`config.mk`:
```
export PLATFORM = sky130hd
export DESIGN_NAME = nway_dp_bram_ctl_flat
export DESIGN_NICKNAME = d
export VERILOG_FILES = /design/src/rtl/nway_dp_bram_ctl_pkg.sv /design/src/rtl/nway_dp_bram_ctl_if.sv /design/src/rtl/nway_dp_bram_ctl_bank.sv /design/src/rtl/nway_dp_bram_ctl.sv /design/src/flat_wrapper.sv
export SDC_FILE = /design/constraint.sdc
export NUM_CORES = 2
export LEC_CHECK = 0
export CORE_MARGIN = 2
export CORE_UTILIZATION = 35
export CTS_CLUSTER_DIAMETER = 30
export CTS_CLUSTER_SIZE = 24
export DETAILED_ROUTE_END_ITERATION = 12
export MAX_ROUTING_LAYER = met4
export PLACE_DENSITY = 0.54
export SYNTH_ARGS = -nofsm -noshare
export SYNTH_HDL_FRONTEND = slang
export SYNTH_SLANG_ARGS = --single-unit
```
`constraint.sdc`:
```
create_clock -name clk -period 4.7 [get_ports clk]
set_input_delay 1.175 -clock clk [delete_from_list [all_inputs] [get_ports clk]]
set_output_delay 1.175 -clock clk [all_outputs]
set_load 0.005 [all_outputs]
```
`src/rtl/nway_dp_bram_ctl_pkg.sv`:
```
// Shared types and helpers for the N-way dual-port memory controller.
package nway_mem_pkg;

  typedef enum logic {
    CLEAR = 1'b0,
    IDLE  = 1'b1
  } state_t;

  // Default value the clear sequence writes into every entry
  localparam int unsigned INIT_VAL_DEFAULT = 0;

  // Address width with a floor of 1 so DEPTH=1 still yields a usable port
  function automatic int unsigned addr_w(input int unsigned depth);
    return (depth < 2) ? 1 : $clog2(depth);
  endfunction

endpackage

```
`src/rtl/nway_dp_bram_ctl_if.sv`:
```
// Access bus of the N-way dual-port memory: clear request, read and write
// ports, busy and read-valid status.
interface nway_dp_bram_ctl_if #(
  parameter int unsigned N     = 4,
  parameter int unsigned WIDTH = 18,
  parameter int unsigned DEPTH = 32
);
  localparam int unsigned AW = nway_mem_pkg::addr_w(DEPTH);

  logic             clr;
  logic             busy;
  logic             re;
  logic [AW-1:0]    rad;
  logic [N-1:0]     we;
  logic [AW-1:0]    wad;
  logic [WIDTH-1:0] wdat;
  logic             rvalid;
  logic [WIDTH-1:0] rdat [N];

  modport master (output clr, re, rad, we, wad, wdat,
                  input  busy, rvalid, rdat);

  modport slave  (input  clr, re, rad, we, wad, wdat,
                  output busy, rvalid, rdat);

endinterface

```
`src/rtl/nway_dp_bram_ctl_bank.sv`:
```
// One way of the N-way memory: simple dual-port block RAM with one write
// port and one synchronous read port. The read register resets to zero.
module nway_mem_bank #(
  parameter int unsigned WIDTH = 18,
  parameter int unsigned DEPTH = 32,
  parameter int unsigned AW    = 5
) (
  input  logic             clk,
  input  logic             rst,
  input  logic             we,
  input  logic [AW-1:0]    waddr,
  input  logic [WIDTH-1:0] wdata,
  input  logic             re,
  input  logic [AW-1:0]    raddr,
  output logic [WIDTH-1:0] rdata
);

  (* ram_style = "block" *) logic [WIDTH-1:0] mem [DEPTH];

  // Write port; callers only enable it for in-range addresses
  always_ff @(posedge clk) begin
    if (we) mem[waddr] <= wdata;
  end

  // Synchronous read, read-first against a same-edge write; holds when idle
  always_ff @(posedge clk) begin
    if (rst)     rdata <= '0;
    else if (re) rdata <= mem[raddr];
  end

endmodule

```
`src/rtl/nway_dp_bram_ctl.sv`:
```
// N-way dual-port memory for cache tag/data arrays. Reads all ways at rad,
// writes any subset of ways at wad, runs a hardware clear sequence after
// reset or on clr, tracks read validity and optionally registers outputs.
// Optional feature macro: NWAY_MEM_BYPASS_EN (write-first forwarding on a
// same-address read-during-write; read-first when undefined).
module nway_dp_bram_ctl
  import nway_mem_pkg::*;
#(
  parameter int unsigned      N        = 4,
  parameter int unsigned      WIDTH    = 18,
  parameter int unsigned      DEPTH    = 32,
  parameter int unsigned      OUT_REG  = 0,
  parameter logic [WIDTH-1:0] INIT_VAL = WIDTH'(INIT_VAL_DEFAULT)
) (
  input logic               clk,
  input logic               rst,
  nway_dp_bram_ctl_if.slave bus
);

  localparam int unsigned   AW   = addr_w(DEPTH);
  localparam logic [AW-1:0] LAST = AW'(DEPTH - 1);

  state_t        state, state_nx;
  logic [AW-1:0] cnt, cnt_nx;
  logic          busy;
  logic          rd_acc;
  logic          rad_ok;
  logic          wad_ok;

  logic [N-1:0]     bwe;
  logic [AW-1:0]    bwad;
  logic [WIDTH-1:0] bwdat;
  logic             bre;
  logic [WIDTH-1:0] bq [N];

  logic             v1;
  logic             oor_q;
  logic [WIDTH-1:0] s1 [N];

  // FSM state and clear counter register
  always_ff @(posedge clk) begin
    if (rst) begin
      state <= CLEAR;
      cnt   <= '0;
    end else begin
      state <= state_nx;
      cnt   <= cnt_nx;
    end
  end

  // Clear sequencing: walk every address once, then idle until clr
  always_comb begin
    state_nx = state;
    cnt_nx   = cnt;
    case (state)
      CLEAR: begin
        if (cnt == LAST) begin
          state_nx = IDLE;
          cnt_nx   = '0;
        end else begin
          cnt_nx = cnt + 1'b1;
        end
      end
      IDLE: begin
        if (bus.clr) begin
          state_nx = CLEAR;
          cnt_nx   = '0;
        end
      end
      default: begin
        state_nx = CLEAR;
        cnt_nx   = '0;
      end
    endcase
  end

  assign busy     = (state == CLEAR);
  assign bus.busy = busy;
  assign rd_acc   = (state == IDLE) && bus.re;
  assign rad_ok   = (32'(bus.rad) < DEPTH);
  assign wad_ok   = (32'(bus.wad) < DEPTH);
  assign bre      = rd_acc && rad_ok;

  // Clear mux: the sequencer owns every write port while busy
  always_comb begin
    bwe   = '0;
    bwad  = bus.wad;
    bwdat = bus.wdat;
    if (busy) begin
      bwe   = rst ? '0 : '1;
      bwad  = cnt;
      bwdat = INIT_VAL;
    end else if (wad_ok) begin
      bwe = bus.we;
    end
  end

  for (genvar g = 0; g < N; g++) begin : g_way
    nway_mem_bank #(
      .WIDTH (WIDTH),
      .DEPTH (DEPTH),
      .AW    (AW)
    ) u_bank (
      .clk   (clk),
      .rst   (rst),
      .we    (bwe[g]),
      .waddr (bwad),
      .wdata (bwdat),
      .re    (bre),
      .raddr (bus.rad),
      .rdata (bq[g])
    );
  end

  // Read-stage tracking; flags update only on accepted reads so rdat holds
  always_ff @(posedge clk) begin
    if (rst) begin
      v1    <= 1'b0;
      oor_q <= 1'b0;
    end else begin
      v1 <= rd_acc;
      if (rd_acc) oor_q <= !rad_ok;
    end
  end

`ifdef NWAY_MEM_BYPASS_EN
  logic [N-1:0]     fwd_q;
  logic [WIDTH-1:0] fwd_dat;

  // Capture same-address write hits alongside the read
  always_ff @(posedge clk) begin
    if (rst) begin
      fwd_q   <= '0;
      fwd_dat <= '0;
    end else if (rd_acc) begin
      fwd_q   <= ((bus.rad == bus.wad) && wad_ok) ? bus.we : '0;
      fwd_dat <= bus.wdat;
    end
  end
`endif

  // Read-stage data: out-of-range beats forwarding beats stored data
  always_comb begin
    for (int unsigned i = 0; i < N; i++) begin
      s1[i] = bq[i];
`ifdef NWAY_MEM_BYPASS_EN
      if (fwd_q[i]) s1[i] = fwd_dat;
`endif
      if (oor_q) s1[i] = INIT_VAL;
    end
  end

  if (OUT_REG != 0) begin : g_oreg
    logic             v2;
    logic [WIDTH-1:0] s2 [N];

    // Optional output register stage; holds when no read completes
    always_ff @(posedge clk) begin
      if (rst) begin
        v2 <= 1'b0;
        for (int unsigned i = 0; i < N; i++) s2[i] <= '0;
      end else begin
        v2 <= v1;
        if (v1) begin
          for (int unsigned i = 0; i < N; i++) s2[i] <= s1[i];
        end
      end
    end

    assign bus.rvalid = v2;
    assign bus.rdat   = s2;
  end else begin : g_noreg
    assign bus.rvalid = v1;
    assign bus.rdat   = s1;
  end

endmodule

```
`src/flat_wrapper.sv`:
```
// flat-port wrapper written by rule: the top's interface ports become plain ports
module nway_dp_bram_ctl_flat import nway_mem_pkg::*;
#(
  parameter int unsigned      N        = 4,
  parameter int unsigned      WIDTH    = 18,
  parameter int unsigned      DEPTH    = 32,
  parameter int unsigned      OUT_REG  = 0,
  parameter logic [WIDTH-1:0] INIT_VAL = WIDTH'(INIT_VAL_DEFAULT)
)
  (clk, rst, bus_clr, bus_re, bus_rad, bus_we, bus_wad, bus_wdat, bus_busy, bus_rvalid, bus_rdat);
  nway_dp_bram_ctl_if #(.N(N), .WIDTH(WIDTH), .DEPTH(DEPTH)) bus_i ();
  input logic clk;
  input logic rst;
  input wire logic [$bits(bus_i.clr)-1:0] bus_clr;
  input wire logic [$bits(bus_i.re)-1:0] bus_re;
  input wire logic [$bits(bus_i.rad)-1:0] bus_rad;
  input wire logic [$bits(bus_i.we)-1:0] bus_we;
  input wire logic [$bits(bus_i.wad)-1:0] bus_wad;
  input wire logic [$bits(bus_i.wdat)-1:0] bus_wdat;
  output wire logic [$bits(bus_i.busy)-1:0] bus_busy;
  output wire logic [$bits(bus_i.rvalid)-1:0] bus_rvalid;
  output wire logic [$bits(bus_i.rdat)-1:0] bus_rdat;
  assign bus_i.clr = bus_clr;
  assign bus_i.re = bus_re;
  assign bus_i.rad = bus_rad;
  assign bus_i.we = bus_we;
  assign bus_i.wad = bus_wad;
  assign bus_i.wdat = bus_wdat;
  assign bus_busy = bus_i.busy;
  assign bus_rvalid = bus_i.rvalid;
  assign bus_rdat = {>>{bus_i.rdat}};
  nway_dp_bram_ctl #(.N(N), .WIDTH(WIDTH), .DEPTH(DEPTH), .OUT_REG(OUT_REG), .INIT_VAL(INIT_VAL)) u_core (.clk(clk), .rst(rst), .bus(bus_i));
endmodule
```
# Word level (Yosys, flattened, before mapping)
# Memories as Yosys holds them, arrays and structs flattened. A register that Yosys moved wholly into a read port is not among the register bits.
# Cells that the tools add are included.
# totals
ff_bits,7
ramBits,2304
input_bits,36
output_inout_bits,74
wordCells,30
memories,4
# mem_list
name,words,word_bits,rd,rd_clocked_by_memory_dff,wr,line_no,text
u_core.g_way[0].u_bank.mem,32,18,1,1,1,nway_dp_bram_ctl_bank.sv:18,"(* ram_style = ""block"" *) logic [WIDTH-1:0] mem [DEPTH];"
u_core.g_way[1].u_bank.mem,32,18,1,1,1,nway_dp_bram_ctl_bank.sv:18,
u_core.g_way[2].u_bank.mem,32,18,1,1,1,nway_dp_bram_ctl_bank.sv:18,
u_core.g_way[3].u_bank.mem,32,18,1,1,1,nway_dp_bram_ctl_bank.sv:18,
# classes
add_sub_neg,1
eq_ne,2
muxes,18
n_bitwise,1
n_reduce_logical,1
# ops
op,n
$mux W18,1
$mux W5,3
$mux W1,10
$pmux W5 S2,1
$mux W4,2
$add A5 B1 Y5 const B,1
$eq A5 B5 Y1 const B,1
$ne A2 B2 Y1 const B,1
$pmux W1 S2,1
$logic_and A1 B1 Y1,1
$not A1 Y1,1

# Longest topological paths before layout
# logic_depth
word_depth,4
ltp_mapped,9
depth_no_buf,6

# By module
# From an unflattened synthesis, not the netlist that was laid out.
# unflattened
hier_cells,5195
area_unflattened_um2,93010.5
# by_module_without_submodules
module,instances,cells_each,area_each_um2,seq_area_each_um2
nway_mem_bank,4,1282,23119.7,17656.9
nway_dp_bram_ctl,1,67,531.8,140.1

# Worst setup path after synthesis
# OpenSTA, ideal clock, no wires.
# synth_timing
path_type,input to register
from,in bus_wad[0]
to,mem u_core.g_way[1].u_bank.mem[12][0] (enable)
setup_ns,0.416
t_arrival_ns,3.210
required_time_ns,4.284
setup_slack_ns,1.074
stages,5
path_buffers,1
cell_sequence,nand2b_1 o32ai_1 nand2_1 clkbuf_1 nor3_1
# synth_between
elab_chain_cells,1
# synth_lines
element,line_no,text
"start, declared",flat_wrapper.sv:18,input wire logic [$bits(bus_i.wad)-1:0] bus_wad;
$mux W5,nway_dp_bram_ctl.sv:89,if (busy) begin
"end, declared",nway_dp_bram_ctl_bank.sv:18,
# Every way passes these cells.

# Worst setup path after layout
# layout_timing
from,reg u_core.state
to,out bus_busy
# layout_between
elab_chain_cells,1
# layout_lines
element,line_no,text
"start, declared",nway_dp_bram_ctl.sv:23,"state_t state, state_nx;"
"start signal, assigned",nway_dp_bram_ctl.sv:46,state <= state_nx;
$not A1 Y1,nway_dp_bram_ctl.sv:77,assign busy = (state == CLEAR);
"end, declared",flat_wrapper.sv:20,output wire logic [$bits(bus_i.busy)-1:0] bus_busy;
# Every way passes these cells.

==> results.md <==
* Status: complete, no violations
* Rel. slew slack at 0.2885
* Startpoint type of the worst setup path: flip-flop
* CTS root buffer: clkbuf_16
* CTS Buf Count at 480
* Layout Nets at 5124
* Gpl congestion at 0.8078
* Max-cap violations at 0
* Max Clk Rate at around 270 MHz
* Final Setup Violations at 0
* Die H at slightly above 500 um
* Worst-margin pin slew at 1067 ps
* Max VDD drop at 475.9 uV
* CP arrival at around 2600 ps
* H-tree depth at 5
* Final wirelength at 265.7 mm
* Top-area cell type share of the netlist area at 0.7514
* Total congestion overflow at 0
* Syn_area_per_cell at 20.50 sq um
* Die footprint at between 200000 and 300000 sq um
* Sequential area share after synthesis at 0.7686
* Layout Cell Area excl Fill at 115900 sq um
* Initial antenna violation count at 6
* # clock sinks at 2383
* Core Region at approximately 260000 sq um
* RSZ-0062 raised after global routing: no
* Detailed-route vias per instance at 5.327
* Area growth syn-to-layout at 25.84%
* Boundary Pins at 110
* Largest net degree at the start of global routing at 129
* Critical path's slowest cell: clkdlybuf4s50_1
* M1 WL at 110.8 mm
* Most frequent cells in the layout: edfxtp_1 (2304), clkbuf_16 (486), mux2i_1 (416), mux4_2 (382), o22ai_1 (270)
* CTS tree: yes
* Initial Util at 0.3514
* Synth area leaders: edfxtp_1 (75%), mux4_2 (9.3%), mux2i_1 (4.5%), o22ai_1 (1.8%), dfxtp_1 (1.7%)
* Cells after DPL at 8119
* Crit end category: output port
* Max-slew violation count at 0
* CP max stage delay at 540 ps
* Antenna Nets Post-Route at 0
* Most used DFF post-synth: edfxtp_1
* Maximum buffer depth of the clock tree at 4
* Cell Area, Synth at 92070 sq um
* Synthesized net count at 4529
* Synth warn at 0
* WL/cell at slightly below 30 um
* Hold Path Class: reg2reg
* Post-CTS Hold Buffers at 0
* Die W at 516.9 um
* First-pass GRT wire length at 373.3 mm
* Detailed placement HPWL at 156.2 mm
* Period utilisation layout at 0.7963
* Vias in the first global route at slightly below 50000
* 1st-iter DRT viols at just over 5000
* FFs w/ async S/R, synth at 0
* Setup TNS at 0 ps
* Post-CTS resize count at 0
* Router iterations before antenna repair at 6
* Cell variety after synth at 50
* CP delay by family, top: buffers and inverters
* DRC viols at 0
* Largest area contributor in the netlist: edfxtp_1
* CP Max Fanout at 34
* Cell count after synthesis at 4491
* Final Hold Fails at 0
* Total GRT Usage at 0.2027
* Skew final at 69.52 ps
* Port Buf Inserts at about 110
* WL met2 at 131.1 mm
* DR top layer: met4
* Post-synth EDFFs at around 2300
* Power per Cell Area at 517.0 nW/um^2
* Share of post-route cells with drive strength above 1 at 0.3078
* Commonest non-fill, non-tap cell in the layout: edfxtp_1
* Post-route minimum period at 3743 ps
* Via count at 47990
* CP Data Required Time at 3520 ps
* Area post-placement at roughly 99000 sq um
* Register bit total from synthesis at 2383
* Met3 wire len at 15.69 mm
* LEAKAGE at 37.91 nW
* Worst Path Buf+Inv at 3
* Row Count at 188
* Total power at 0.05990 W
* CP Cell Sequence: buf_4 > inv_1 > clkdlybuf4s50_1
* Hold WS at 554.2 ps
* Worst-path clk slew at 50 ps
* Clk Latency, worst-skew pair at 1000 ps
* Fin cells at 9010
* Kind of critical path: reg2out
* Setup Buffers After CTS at 0
## cell type report
class,instances,area (sq um)
Fill cell,22390,146200
Sequential cell,2383,70770
Multi-Input combinational cell,1820,19950
Clock buffer,573,12730
Tap cell,3515,4398
Clock inverter,313,4150
Timing Repair Buffer,396,3844
Inverter,5,18.77
Antenna cell,5,12.51
## stage by stage
step / setup slack, ps / util
after floorplan: 1074 / -
after global placement: 768.3 / 0.3777
after detailed placement: 752.3 / 0.3777
after CTS: 844.7 / 0.4421
after global routing: 858.9 / 0.4422
final: 957.2 / 0.4422
## synth_stat cells (39+ instances only)
cell      count
edfxtp_1   2304
mux2i_1     416
mux4_2      382
o22ai_1     270
nor2_1      128
nor3_1      116
clkbuf_1    107
buf_2        80
dfxtp_1      79
a21oi_1      78
o21ai_0      71
a211o_1      57
mux2_2       46
o41ai_2      39
## cell families after synthesis
kind of cell               after synthesis  share of synthesized area
DFF                                   2383                     0.7686
muxes                                  844                     0.1443
AOI/OAI and AO/OA                      592                    0.04570
and+or+nand+nor                        382                    0.02048
buffers and inverters                  288                    0.02064
adders and majority gates                2                  0.0002717
## final timing paths
check                                                      from                           endpoint  slack [ps]  cells past startpoint
worst min-delay path            u_core.g_way[2].u_bank.rdata[7]    u_core.g_way[2].u_bank.rdata[7]         550                      1
worst max-delay path                               u_core.state                           bus_busy         960                      3
worst max register to register                     u_core.state  u_core.g_way[3].u_bank.mem[22][2]        1630                      6
worst min register to register  u_core.g_way[2].u_bank.rdata[7]    u_core.g_way[2].u_bank.rdata[7]         550                      1
## sequential cells by signal, indices dropped and copies added, names as in the netlist
| signal | count |
|---|---|
| u_core.bus.rvalid | 1 |
| u_core.cnt | 5 |
| u_core.g_way.u_bank.mem | 2304 |
| u_core.g_way.u_bank.rdata | 72 |
| u_core.state | 1 |
## where the power goes
group,internal (W),leakage (nW),total [W],switching (W)
clock,0.0242,8.13,0.0351,0.0109
combinational,0.000649,8.85,0.00165,0.00100
sequential,0.0231,20.9,0.0232,0.0000309
## layer usage
metal  up-vias  track usage
li1      20190            -
met5         -            -
met1     25570       0.2630
met3       453      0.03271
met2      1782       0.3256
met4         0      0.06673
Note: power is estimated with default switching activity, not from simulation.
